$ cat src/rtl/cpu_ctrl_pkg.sv
// Shared types, field positions and widths for the ALU control sequencer.
package cpu_ctrl_pkg;

    localparam int unsigned NUM_REGS  = 16;
    localparam int unsigned REG_IDX_W = 4;
    localparam int unsigned ALU_W     = 12;
    localparam int unsigned IR_W      = 32;
    localparam int unsigned OPC_W     = 5;

    localparam int unsigned OPC_MSB = 31;
    localparam int unsigned OPC_LSB = 27;
    localparam int unsigned RA_MSB  = 26;
    localparam int unsigned RA_LSB  = 23;
    localparam int unsigned RB_MSB  = 22;
    localparam int unsigned RB_LSB  = 19;
    localparam int unsigned RC_MSB  = 18;
    localparam int unsigned RC_LSB  = 15;

    localparam logic [OPC_W-1:0] OP_FIRST_ALU = 5'd5;
    localparam logic [OPC_W-1:0] OP_SHR       = 5'd9;
    localparam logic [OPC_W-1:0] OP_LAST_ALU  = 5'd16;
    localparam logic [OPC_W-1:0] ALU_BASE     = 5'd5;

    typedef enum logic [2:0] {
        T0,
        T1,
        T2,
        T3,
        T4,
        T5
    } state_t;

    function automatic logic is_alu_op(input logic [OPC_W-1:0] op);
        return (op >= OP_FIRST_ALU) && (op <= OP_LAST_ALU);
    endfunction

    // One-hot ALU select; returns zero for opcodes outside the ALU range.
    function automatic logic [ALU_W-1:0] alu_select(input logic [OPC_W-1:0] op);
        logic [OPC_W-1:0] idx;
        idx = op - ALU_BASE;
        if (!is_alu_op(op)) begin
            return '0;
        end
        return ALU_W'(1) << idx;
    endfunction

endpackage

$ cat src/rtl/reg_select_decoder.sv
// 4-bit register index to one-hot select, all-zero when disabled.
module reg_select_decoder
    import cpu_ctrl_pkg::*;
(
    input  logic [REG_IDX_W-1:0] idx,
    input  logic                 en,
    output logic [NUM_REGS-1:0]  sel
);

    always_comb begin
        sel = '0;
        if (en) begin
            sel[idx] = 1'b1;
        end
    end

endmodule

$ cat src/rtl/alu_control_sequencer.sv
// Hard-wired fetch/execute sequencer producing bus datapath strobes for
// register-format ALU instructions.
module alu_control_sequencer
    import cpu_ctrl_pkg::*;
(
    input  logic                clk,
    input  logic                clr,
    input  logic                run,
    input  logic                mem_ready,
    input  logic [IR_W-1:0]     ir,
    output logic [NUM_REGS-1:0] Rout,
    output logic [NUM_REGS-1:0] Rin,
    output logic                PCout,
    output logic                MARin,
    output logic                IncPC,
    output logic                PCin,
    output logic                Zin,
    output logic                Zlowout,
    output logic                Yin,
    output logic                MDRRead,
    output logic                MDRin,
    output logic                MDRout,
    output logic                IRin,
    output logic [ALU_W-1:0]    ALUControl,
    output logic                illegal_op,
    output logic                instr_done,
    output logic [15:0]         retired
);

    state_t        state_q, state_d;
    logic          wait_q, wait_d;
    logic [15:0]   retired_q, retired_d;

    logic [OPC_W-1:0]     opcode;
    logic [REG_IDX_W-1:0] ra, rb, rc;
    logic                 legal;
    logic                 unused_ir_bits;

    logic [REG_IDX_W-1:0] rout_idx;
    logic                 rout_en;
    logic                 rin_en;

    assign opcode         = ir[OPC_MSB:OPC_LSB];
    assign ra             = ir[RA_MSB:RA_LSB];
    assign rb             = ir[RB_MSB:RB_LSB];
    assign rc             = ir[RC_MSB:RC_LSB];
    assign legal          = is_alu_op(opcode);
    assign unused_ir_bits = ^ir[RC_LSB-1:0];
    assign retired        = retired_q;

    always_ff @(posedge clk or posedge clr) begin
        if (clr) begin
            state_q   <= T0;
            wait_q    <= 1'b0;
            retired_q <= '0;
        end else begin
            state_q   <= state_d;
            wait_q    <= wait_d;
            retired_q <= retired_d;
        end
    end

    // wait_q marks T1 cycles after the first, so PC is loaded only once.
    always_comb begin
        state_d   = state_q;
        wait_d    = 1'b0;
        retired_d = retired_q;
        case (state_q)
            T0: if (run) state_d = T1;
            T1: begin
                if (mem_ready) begin
                    state_d = T2;
                end else begin
                    wait_d = 1'b1;
                end
            end
            T2: state_d = T3;
            T3: state_d = legal ? T4 : T0;
            T4: state_d = T5;
            T5: begin
                state_d   = T0;
                retired_d = retired_q + 16'd1;
            end
            default: state_d = T0;
        endcase
    end

    // Every strobe is gated by clr so reset drops them without a clock edge.
    always_comb begin
        PCout      = 1'b0;
        MARin      = 1'b0;
        IncPC      = 1'b0;
        PCin       = 1'b0;
        Zin        = 1'b0;
        Zlowout    = 1'b0;
        Yin        = 1'b0;
        MDRRead    = 1'b0;
        MDRin      = 1'b0;
        MDRout     = 1'b0;
        IRin       = 1'b0;
        ALUControl = '0;
        illegal_op = 1'b0;
        instr_done = 1'b0;
        rout_en    = 1'b0;
        rout_idx   = rb;
        rin_en     = 1'b0;
        if (!clr) begin
            case (state_q)
                T0: begin
                    if (run) begin
                        PCout = 1'b1;
                        MARin = 1'b1;
                        IncPC = 1'b1;
                        Zin   = 1'b1;
                    end
                end
                T1: begin
                    Zlowout = 1'b1;
                    PCin    = !wait_q;
                    MDRRead = 1'b1;
                    MDRin   = 1'b1;
                end
                T2: begin
                    MDRout = 1'b1;
                    IRin   = 1'b1;
                end
                T3: begin
                    if (legal) begin
                        rout_en = 1'b1;
                        Yin     = 1'b1;
                    end else begin
                        illegal_op = 1'b1;
                    end
                end
                T4: begin
                    rout_en    = 1'b1;
                    rout_idx   = rc;
                    ALUControl = alu_select(opcode);
                    Zin        = 1'b1;
                end
                T5: begin
                    Zlowout    = 1'b1;
                    rin_en     = 1'b1;
                    instr_done = 1'b1;
                end
                default: ;
            endcase
        end
    end

    reg_select_decoder u_rout_dec (
        .idx (rout_idx),
        .en  (rout_en),
        .sel (Rout)
    );

    reg_select_decoder u_rin_dec (
        .idx (ra),
        .en  (rin_en),
        .sel (Rin)
    );

endmodule

$ cat config.mk
export PLATFORM = sky130hd
export DESIGN_NAME = alu_control_sequencer
export DESIGN_NICKNAME = d
export VERILOG_FILES = /design/src/rtl/cpu_ctrl_pkg.sv /design/src/rtl/reg_select_decoder.sv /design/src/rtl/alu_control_sequencer.sv
export SDC_FILE = /design/constraint.sdc
export NUM_CORES = 1
export LEC_CHECK = 0
export BUFFER_PORTS_ARGS = -buffer_cell sky130_fd_sc_hd__buf_4
export CAP_MARGIN = 20
export CORE_AREA = 5 5 79 81
export CTS_BUF_LIST = sky130_fd_sc_hd__clkbuf_16
export CTS_CLUSTER_DIAMETER = 150
export DETAILED_ROUTE_END_ITERATION = 12
export DIE_AREA = 0 0 84 86
export PLACE_DENSITY = 0.62
export SLEW_MARGIN = 10
export SYNTH_ARGS = -nofsm -noshare
export SYNTH_HDL_FRONTEND = slang
export SYNTH_HIERARCHICAL = 1
export SYNTH_SLANG_ARGS = --single-unit
$ cat constraint.sdc
create_clock -name clk -period 2 [get_ports clk]
set_clock_uncertainty 0.15 [all_clocks]
set_input_delay 0 -clock clk [delete_from_list [all_inputs] [get_ports clk]]
set_output_delay 0 -clock clk [all_outputs]
set_load 0.05 [all_outputs]
=== Word level (Yosys, flattened, before mapping) ===
Index checks and enable logic that the tools add are counted.

* Bits in registers: 20
* Bits of input ports: 36
* Logic and storage cells: 69

* $add $sub $neg: 2
* Magnitude comparators: 6
* Equal/unequal tests: 7
* Shift-type cells: 1
* Multiplexer cells: 43
* Reduce and logical (&&, ||, !) cells: 7

{| class="wikitable"
|+ Operators by type and width
! cell !! number
|-
| 12-bit two-way mux || 4
|-
| 16-bit two-way mux || 2
|-
| 1-bit two-way mux || 27
|-
| 16-bit by 1-bit adder with 16-bit output, second input constant || 1
|-
| 3-bit case mux with 5 select lines || 1
|-
| 1-bit by 5-bit << shifter with 12-bit output, first input constant || 1
|-
| 4-bit by 5-bit less-than comparator with 1-bit output, second input constant || 2
|-
| 3-bit two-way mux || 3
|-
| 1-bit demux with 4-bit select || 2
|-
| 4-bit by 1-bit greater-or-equal comparator with 1-bit output, second input constant || 2
|-
| 4-bit two-way mux || 2
|-
| 3-bit by 2-bit equality test with 1-bit output, second input constant || 2
|-
| 3-bit equality test, second input constant || 2
|-
| 5-bit by 3-bit greater-or-equal comparator with 1-bit output, second input constant || 1
|-
| 5-bit <= comparator, second input constant || 1
|-
| 5-bit by 3-bit subtractor with 5-bit output, second input constant || 1
|-
| 2-bit inequality test, second input constant || 2
|-
| 1-bit case mux with 2 select lines || 2
|-
| 3-bit by 1-bit equality test with 1-bit output, second input constant || 1
|-
| 1-bit logical AND || 3
|-
| 3-bit logical NOT || 1
|-
| 2-bit AND reduction || 1
|-
| 2-bit OR reduction || 1
|-
| 1-bit logical NOT || 1
|}

=== Logic depth before layout (Yosys ltp) ===
Gate-level depths: netlist of run 1.

* Depth in word-level cells: 8
* Depth in mapped cells: 8
* Gate-level depth less buffers: 6

=== By module ===
Netlist of run 1, hierarchy kept.

{| class="wikitable"
|+ By module, submodules not included
! module !! times used !! cells each !! area each (sq um) !! seq. area each (sq um)
|-
| alu_control_sequencer || 1 || 137 || 1,214.9 || 500.5
|-
| reg_select_decoder at u_rin_dec || 1 || 23 || 120.1 || 0.0
|-
| reg_select_decoder at u_rout_dec || 1 || 23 || 117.6 || 0.0
|}

=== Least setup slack after synthesis of run 1 ===
No wires, ideal clock.

* Kind: register -> output
* Start point: register state_q[1]
* End point: output port Rin[12]
* Data arrival time: 3,339 ps
* Required time: 1,850 ps
* Setup slack: -1,489 ps
* Stages on the path, launching flop included: 7
* Buffers on the path: 1
* Cell sequence: dfrtp_1 clkbuf_1 nand2b_1 nor2_1 and2_1 nand3_1 nor3_1

* Longest elaborated chain between the ends: 4

{| class="wikitable"
|+ RTL lines
! item !! line !! source
|-
| start: declaration || alu_control_sequencer.sv:30 || <nowiki>state_t state_q, state_d;</nowiki>
|-
| start signal: assignment || alu_control_sequencer.sv:57 || <nowiki>state_q <= state_d;</nowiki>
|-
| 3-bit equality test || - ||
|-
| 1-bit two-way mux (2 in series) || - ||
|-
| named net instr_done || alu_control_sequencer.sv:26 || <nowiki>output logic instr_done,</nowiki>
|-
| 16-bit two-way mux || reg_select_decoder.sv:12 || <nowiki>if (en) begin</nowiki>
|-
| end: declaration || alu_control_sequencer.sv:12 || <nowiki>output logic [NUM_REGS-1:0] Rin,</nowiki>
|}

The timed path passes the listed nets, and every way through them passes these cells.

=== Worst setup path after layout of run 1 ===
* Start point: register state_q[0]
* End point: output port Rout[0]

* Elaborated cells on any way between the ends: 12

{| class="wikitable"
|+ RTL lines
! item !! line !! source
|-
| 3-bit equality test or 3-bit by 2-bit equality test with 1-bit output (tied branches) || alu_control_sequencer.sv:108 || <nowiki>case (state_q)</nowiki>
|-
| 1-bit case mux with 2 select lines * || alu_control_sequencer.sv:108 ||
|-
| 1-bit two-way mux * || alu_control_sequencer.sv:107 || <nowiki>if (!clr) begin</nowiki>
|-
| named net rout_en || alu_control_sequencer.sv:40 || <nowiki>logic rout_en;</nowiki>
|-
| 16-bit two-way mux * || reg_select_decoder.sv:12 ||
|-
| end: declaration || alu_control_sequencer.sv:11 || <nowiki>output logic [NUM_REGS-1:0] Rout,</nowiki>
|}

Mark *: on every way through the listed nets, which the timed path passes. The rest lies on a longest branch.

==> impl_metrics.json, run 1 <==
{
  "worstMarginPinSlew_ns": 0.406,
  "synth-seq-cells": 20,
  "final-setup-viol-count": 15,
  "synthDominantAreaCellType": "dfrtp_1",
  "netlist_area_pre_place_mm2": 0.00145,
  "overflow": 0,
  "mostFrequentLayoutCells": "buf_4, buf_6, nor2_4",
  "fp.coreArea_mm2": 0.00541,
  "cts_tree": "done",
  "period_needed_ns": 2.11,
  "drtPass1Iterations": 4,
  "dieHeight_um": 86,
  "final_common_cell": "buf_4",
  "clock_sinks": 20,
  "dp_slack_ns": -0.125,
  "n_antenna_cell": 0,
  "timing.critical_path.from_type": "flop",
  "drt-initial-drc-count": 48,
  "post-synth-top-area-fraction": 0.345,
  "synth_nets": 220,
  "largest_net_degree_at_the_start_of_global_routing": 21,
  "worst_setup_path_category": "flop to primary output",
  "clkTransAtPathRegs_ns": 0.05,
  "groute.usage.overall": 0.134,
  "setup.reg_to_reg.worst_slack_ns": 0.20,
  "hold_start": "clr",
  "final-hold-violation-count": 0,
  "gp_congestion": 0.736,
  "nets": 350,
  "grt_pass1_vias": 1706,
  "holdWs_ns": 0.226,
  "layout_worst_path_cycle_share": 1.06,
  "yosys-top-cells-area": "dfrtp_1, nor2_1, xnor2_1",
  "fmax_mhz": 473,
  "yosysWarnings": 6,
  "leakagePower_nw": 1.43,
  "post_route_cells_drive_above_1_share": 0.666,
  "ant_nets": 0,
  "detail_route.drc_violations": 0,
  "critPathCaptureType": "primary output",
  "wl_per_cell_um": 13.3,
  "post_drt_via_cell_ratio": 4.58,
  "floorplan.rows": 27,
  "timing.slew.headroom": 0.729,
  "hold_class": "input port to primary output",
  "whs_endpoint": "PCin",
  "worst_r2r_path_depth": 5,
  "max-vdd-ir-drop_mv": 0.649,
  "crit_path_max_fanout": 4,
  "violations": "setup timing",
  "cts-htree-levels": 1,
  "power_density_mw_per_mm2": 662,
  "dp.final_hpwl_um": 3890,
  "io_pins": 109,
  "wl_um": 5110,
  "synth.yosys.seq_area_share": 0.345,
  "placement.io_buffers": 93,
  "critPathArrivalTime_ns": 1.96,
  "starting_density_of_the_core": 0.269,
  "layout.core_utilization": 0.590,
  "number_of_antenna_violations_at_the_first_check_in_global_routing": 0,
  "timing.rr.start": "state_q[1]",
  "setup_repair_after_global_routing_missed_its_margin": "yes",
  "die-area_mm2": 0.00722,
  "dpl-instance-area_mm2": 0.00264,
  "hold_depth": 3,
  "avgSynthCellArea_um2": 7.94,
  "regToRegEndpoint": "retired[8]",
  "cts_buffer_depth": 2,
  "flow.area_growth_from_synthesis_pct": 120,
  "post_synth_inst_count": 183,
  "die_x_um": 84,
  "status": "complete, but fails checks",
  "max-cap-violations": 0,
  "netlist-cell-type-count": 35,
  "cts.root.buffer_cell": "clkbuf_16",
  "post_route_worst_setup_slack_ns": -0.112,
  "cts_inserted_buffers": 3,
  "clock_latency_on_the_worst_skew_pair_ns": 0.25,
  "finalMaxSlewViolations": 0,
  "vias": 1756,
  "fin_area_mm2": 0.00319,
  "grt_first_pass_wirelength_um": 8170,
  "worst-endpoint-required_ns": 1.85
}
[flip-flops by register name (all words and copies together), names as in the netlist]
signal   flops
retired     16
wait_q       1
state_q      3
[worst max-delay path by stage]
stage	start	end	slack, ns	cells past startpoint
global placement	ir[27]	Rout[0]	-0.11	8
floorplan	ir[27]	Rout[1]	-0.52	6
global route	ir[27]	Rout[0]	-0.20	8
detailed placement	ir[27]	Rout[0]	-0.13	8
finish	state_q[0]	Rout[0]	-0.11	6
CTS	state_q[1]	Rout[0]	-0.11	6
[layer usage]
| layer | track usage | wire length (um) | share of wire | vias up |
|---|---|---|---|---|
| met4 | 0.0263 | 40 | 0.0078 | 0 |
| met5 | 0 | 0 | 0 | - |
| met3 | 0.0250 | 225 | 0.044 | 4 |
| li1 | - | - | - | 880 |
| met1 | 0.169 | 2110 | 0.41 | 819 |
| met2 | 0.241 | 2740 | 0.54 | 53 |
[cell usage after synthesis, drive strengths merged]
master   n
clkbuf   3
dfrtp   20
nand3b   6
or4b     2
xnor2   11
nand4b   3
nand4    2
xor2     4
or3      1
mux2     1
and3     1
nor3    18
or3b     2
a21oi    2
and3b    1
nand2b   9
o21a     1
buf      5
nor2    43
a32o     1
nor4     2
nor3b    1
nand2   25
o32ai    1
or2b     1
ha       1
o221ai   1
and2     2
nand3    8
inv      4
or2      1
[metrics by stage]
step / TNS, ns / power [mW] / cells
after detailed placement: -0.730 / 1.53 / 363
after global placement: -0.437 / 1.52 / 363
final: -0.745 / 2.11 / 383
after global routing: -2.85 / 2.23 / 383
after CTS: -1.17 / 2.02 / 376
after floorplan: -10.42 / 1.21 / 183
[report_power, final]
group,switching [mW],internal (mW)
clock,0.133,0.263
sequential,0.0689,0.462
combinational,0.692,0.491
total,0.894,1.22
[cell type report]
type | count | area, um^2
multi-input cells | 151 | 1320
well taps | 72 | 90.1
repair buffers | 133 | 1190
inverters | 4 | 15.0
flip-flops and latches | 20 | 503
fillers | 458 | 2220
clock buffers | 3 | 75.1
[what timing repair did]
| item | 4_1_cts | 5_1_grt |
|---|---|---|
| gates resized for setup | 34 | 53 |
| setup endpoints to repair | 28 | 35 |
| setup buffers | 7 | 7 |
| pin swaps | 7 | 17 |
| hold buffers | 3 | 0 |
| hold endpoints to repair | 23 | 0 |
[critical path, cell delays in order (launching register included)]
cell	delay, ns
dfrtp_2	0.43
nor3_4	0.21
and2_4	0.20
or2_4	0.12
or3b_4	0.42
nor3_4	0.14
buf_6	0.18
[kinds of logic (layout without fill, tap and decap cells)]
group	Yosys count	in the layout	share of synthesized area
AOI/OAI and AO/OA	6	6	0.0431
xor gates and xnor gates	15	15	0.0904
adders and majority gates	1	1	0.00861
buffers and inverters	12	140	0.0422
DFF	20	20	0.345
muxes	1	1	0.00775
and+or+nand+nor	128	128	0.463
No activity file was read; power rests on OpenSTA's default activity.
==> run 2, diff against run 1 <==
--- a/config.mk
+++ b/config.mk
@@ -7,14 +7,15 @@
 export LEC_CHECK = 0
 export BUFFER_PORTS_ARGS = -buffer_cell sky130_fd_sc_hd__buf_4
 export CAP_MARGIN = 20
-export CORE_AREA = 5 5 79 81
+export CORE_AREA = 5 5 81 83
 export CTS_BUF_LIST = sky130_fd_sc_hd__clkbuf_16
 export CTS_CLUSTER_DIAMETER = 150
 export DETAILED_ROUTE_END_ITERATION = 12
-export DIE_AREA = 0 0 84 86
-export PLACE_DENSITY = 0.62
+export DIE_AREA = 0 0 86 88
+export GPL_TIMING_DRIVEN = 0
+export HOLD_SLACK_MARGIN = 0.02
+export PLACE_DENSITY = 0.61
 export SLEW_MARGIN = 10
 export SYNTH_ARGS = -nofsm -noshare
 export SYNTH_HDL_FRONTEND = slang
-export SYNTH_HIERARCHICAL = 1
 export SYNTH_SLANG_ARGS = --single-unit
==> impl_metrics.json, run 2 <==
{
  "critPathCaptureType": "primary output",
  "hold_class": "input port to primary output",
  "endpoint": "ALUControl[7]",
  "avgSynthCellArea_um2": 8.09,
  "overflow": 0,
  "filler_cell_count_in_the_final_layout": 468,
  "setup.reg_to_reg.worst_slack_ns": -0.11,
  "max-vdd-ir-drop_mv": 0.519,
  "finalMaxSlewViolations": 0,
  "flow.area_growth_from_synthesis_pct": 126,
  "detail_route.drc_violations": 0,
  "synthDominantAreaCellType": "dfrtp_1",
  "dp.cells": 360,
  "synth.yosys.seq_area_share": 0.322,
  "cts.root.buffer_cell": "clkbuf_16",
  "post_synth_inst_count": 192,
  "floorplan.rows": 28,
  "status": "complete, but fails checks",
  "synth-async-reset-ratio": 1.00,
  "dp_slack_ns": -0.236,
  "synth_ff_type": "dfrtp_1",
  "cts_tree": "done",
  "grt_pass1_vias": 1860,
  "die_x_um": 86,
  "groute.usage.overall": 0.138,
  "crit_path_top_delay_cell": "or4b_4",
  "gp_congestion": 0.779,
  "crit_path_max_incr_delay_ns": 0.59,
  "multiInputGateArea_mm2": 0.00151,
  "period_needed_ns": 2.30,
  "crit_path_max_fanout": 7,
  "yosys-top-cells-area": "dfrtp_1, nor2_1, xnor2_1",
  "setup_repair_after_global_routing_missed_its_margin": "yes",
  "clock_sinks": 20,
  "clock_latency_on_the_worst_skew_pair_ns": 0.25,
  "netlist_area_pre_place_mm2": 0.00155,
  "grt_first_pass_wirelength_um": 8690,
  "synth-seq-cells": 20,
  "worst_setup_path_category": "flop to primary output",
  "yosysWarnings": 0,
  "max_reg_flops": 16,
  "ant_nets": 0,
  "largest_net_degree_at_the_start_of_global_routing": 21,
  "die-area_mm2": 0.00757,
  "starting_density_of_the_core": 0.269,
  "drtPass1Iterations": 5,
  "post_drt_via_cell_ratio": 4.79,
  "cts_inserted_buffers": 3,
  "critical_path.cell_chain": "or4b_4 > buf_12 > or3_4 > nor3_4 > buf_6",
  "worstSetupStartpoint": "state_q[1]",
  "max-cap-violations": 0,
  "wl_um": 5860,
  "number_of_antenna_violations_at_the_first_check_in_global_routing": 0,
  "drt-initial-drc-count": 39,
  "mostFrequentLayoutCells": "buf_4, buf_6, dfrtp_1",
  "post_route_worst_setup_slack_ns": -0.301,
  "fp.coreArea_mm2": 0.00578,
  "timing.rr.start": "state_q[1]",
  "layout_worst_path_cycle_share": 1.15,
  "final_common_cell": "buf_4",
  "dp.final_hpwl_um": 3960,
  "dieHeight_um": 88,
  "cts-htree-levels": 1,
  "netlist-cell-type-count": 41,
  "violations": "setup timing",
  "leakagePower_nw": 1.53,
  "worst_r2r_path_depth": 9,
  "worstMarginPinSlew_ns": 0.913,
  "placement.io_buffers": 93,
  "timing.critical_path.depth": 5,
  "cts_buffer_depth": 2,
  "final-setup-viol-count": 41,
  "holdWs_ns": 0.150,
  "io_pins": 109,
  "wl_per_cell_um": 14.7,
  "synth_nets": 229,
  "final-seq-area_um2": 500,
  "post-synth-top-area-fraction": 0.322,
  "synth_most_common_cell": "nor2_1",
  "layout.core_utilization": 0.608,
  "synth_enable_flop_cells": 0,
  "regToRegEndpoint": "retired[9]",
  "critPathArrivalTime_ns": 2.15,
  "worst-endpoint-required_ns": 1.85,
  "synth_commonest_cells": "nor2_1, dfrtp_1, a21oi_1, nand2_1, xnor2_1",
  "post_route_cells_drive_above_1_share": 0.659,
  "vias": 1907,
  "timing.slew.headroom": 0.389,
  "critical_path_buf_inv_count": 2,
  "n_antenna_cell": 0,
  "nets": 361,
  "report.power.total_mw": 2.20,
  "stdcell_count": 398,
  "clkTransAtPathRegs_ns": 0.06,
  "timing.critical_path.from_type": "flop",
  "power_density_mw_per_mm2": 627,
  "final-hold-violation-count": 0,
  "fmax_mhz": 435,
  "crit_family": "simple AND/OR/NAND/NOR gates"
}
[run 2: final cells by class]
type,count,share of cell area
plain buffers,8,0.0231
clock buffers,3,0.0214
clock inverters,1,0.00854
inverters,6,0.00641
multi-input cells,156,0.430
flip-flops and latches,20,0.142
well taps,75,0.0267
repair buffers,129,0.342
[run 2: layer usage]
layer  track usage  vias to the layer above  share of wire
met5             0                        -              0
met4        0.0273                        0          0.010
met3        0.0216                        6          0.053
met2         0.257                       65           0.54
met1         0.167                      911           0.40
li1              -                      925              -
[run 2: tightest hold or removal path, delay by kind of cell]
kind | cells | cell delay, ns
buffers and inverters | 2 | 0.25
AND/OR/NAND/NOR | 1 | 0.04
[run 2: worst min-delay path by stage]
stage,startpoint,to,slack [ns],depth (start not counted)
final,ir[31],ALUControl[3],0.15,3
after global routing,ir[31],ALUControl[3],0.16,3
after CTS,ir[31],ALUControl[3],0.15,3
after detailed placement,mem_ready,wait_q,0.03,2
after global placement,mem_ready,wait_q,0.03,2
after floorplan,clr,retired[0],-0.18,1
[run 2: power breakdown]
group	internal, mW	total, mW	switching [mW]
sequential	0.459	0.504	0.0452
combinational	0.454	1.16	0.703
clock	0.397	0.542	0.145
total	1.31	2.20	0.894
[run 2: per-stage QoR]
stage | TNS [ns] | cell area (um^2)
after floorplan | -4.09 | 1860
after global placement | -3.24 | 2650
after detailed placement | -3.70 | 2650
after CTS | -4.81 | 3090
after global routing | -9.59 | 3520
final | -6.25 | 3520
[run 2: cell families after synthesis]
group	count (synthesis)	synth area share
and+or+nand+nor	108	0.376
AOI/OAI and AO/OA	26	0.0974
DFF	20	0.322
buffers and inverters	16	0.0612
xor gates and xnor gates	15	0.0845
muxes	6	0.0507
adders and majority gates	1	0.00805
[run 2: what timing repair did]
item,in CTS,in global routing
setup endpoints to repair,45,47
pin swaps,18,28
hold buffers,3,0
cloned,0,0
resized for setup,52,62
endpoints found under the hold margin,23,0
setup buffers,14,20
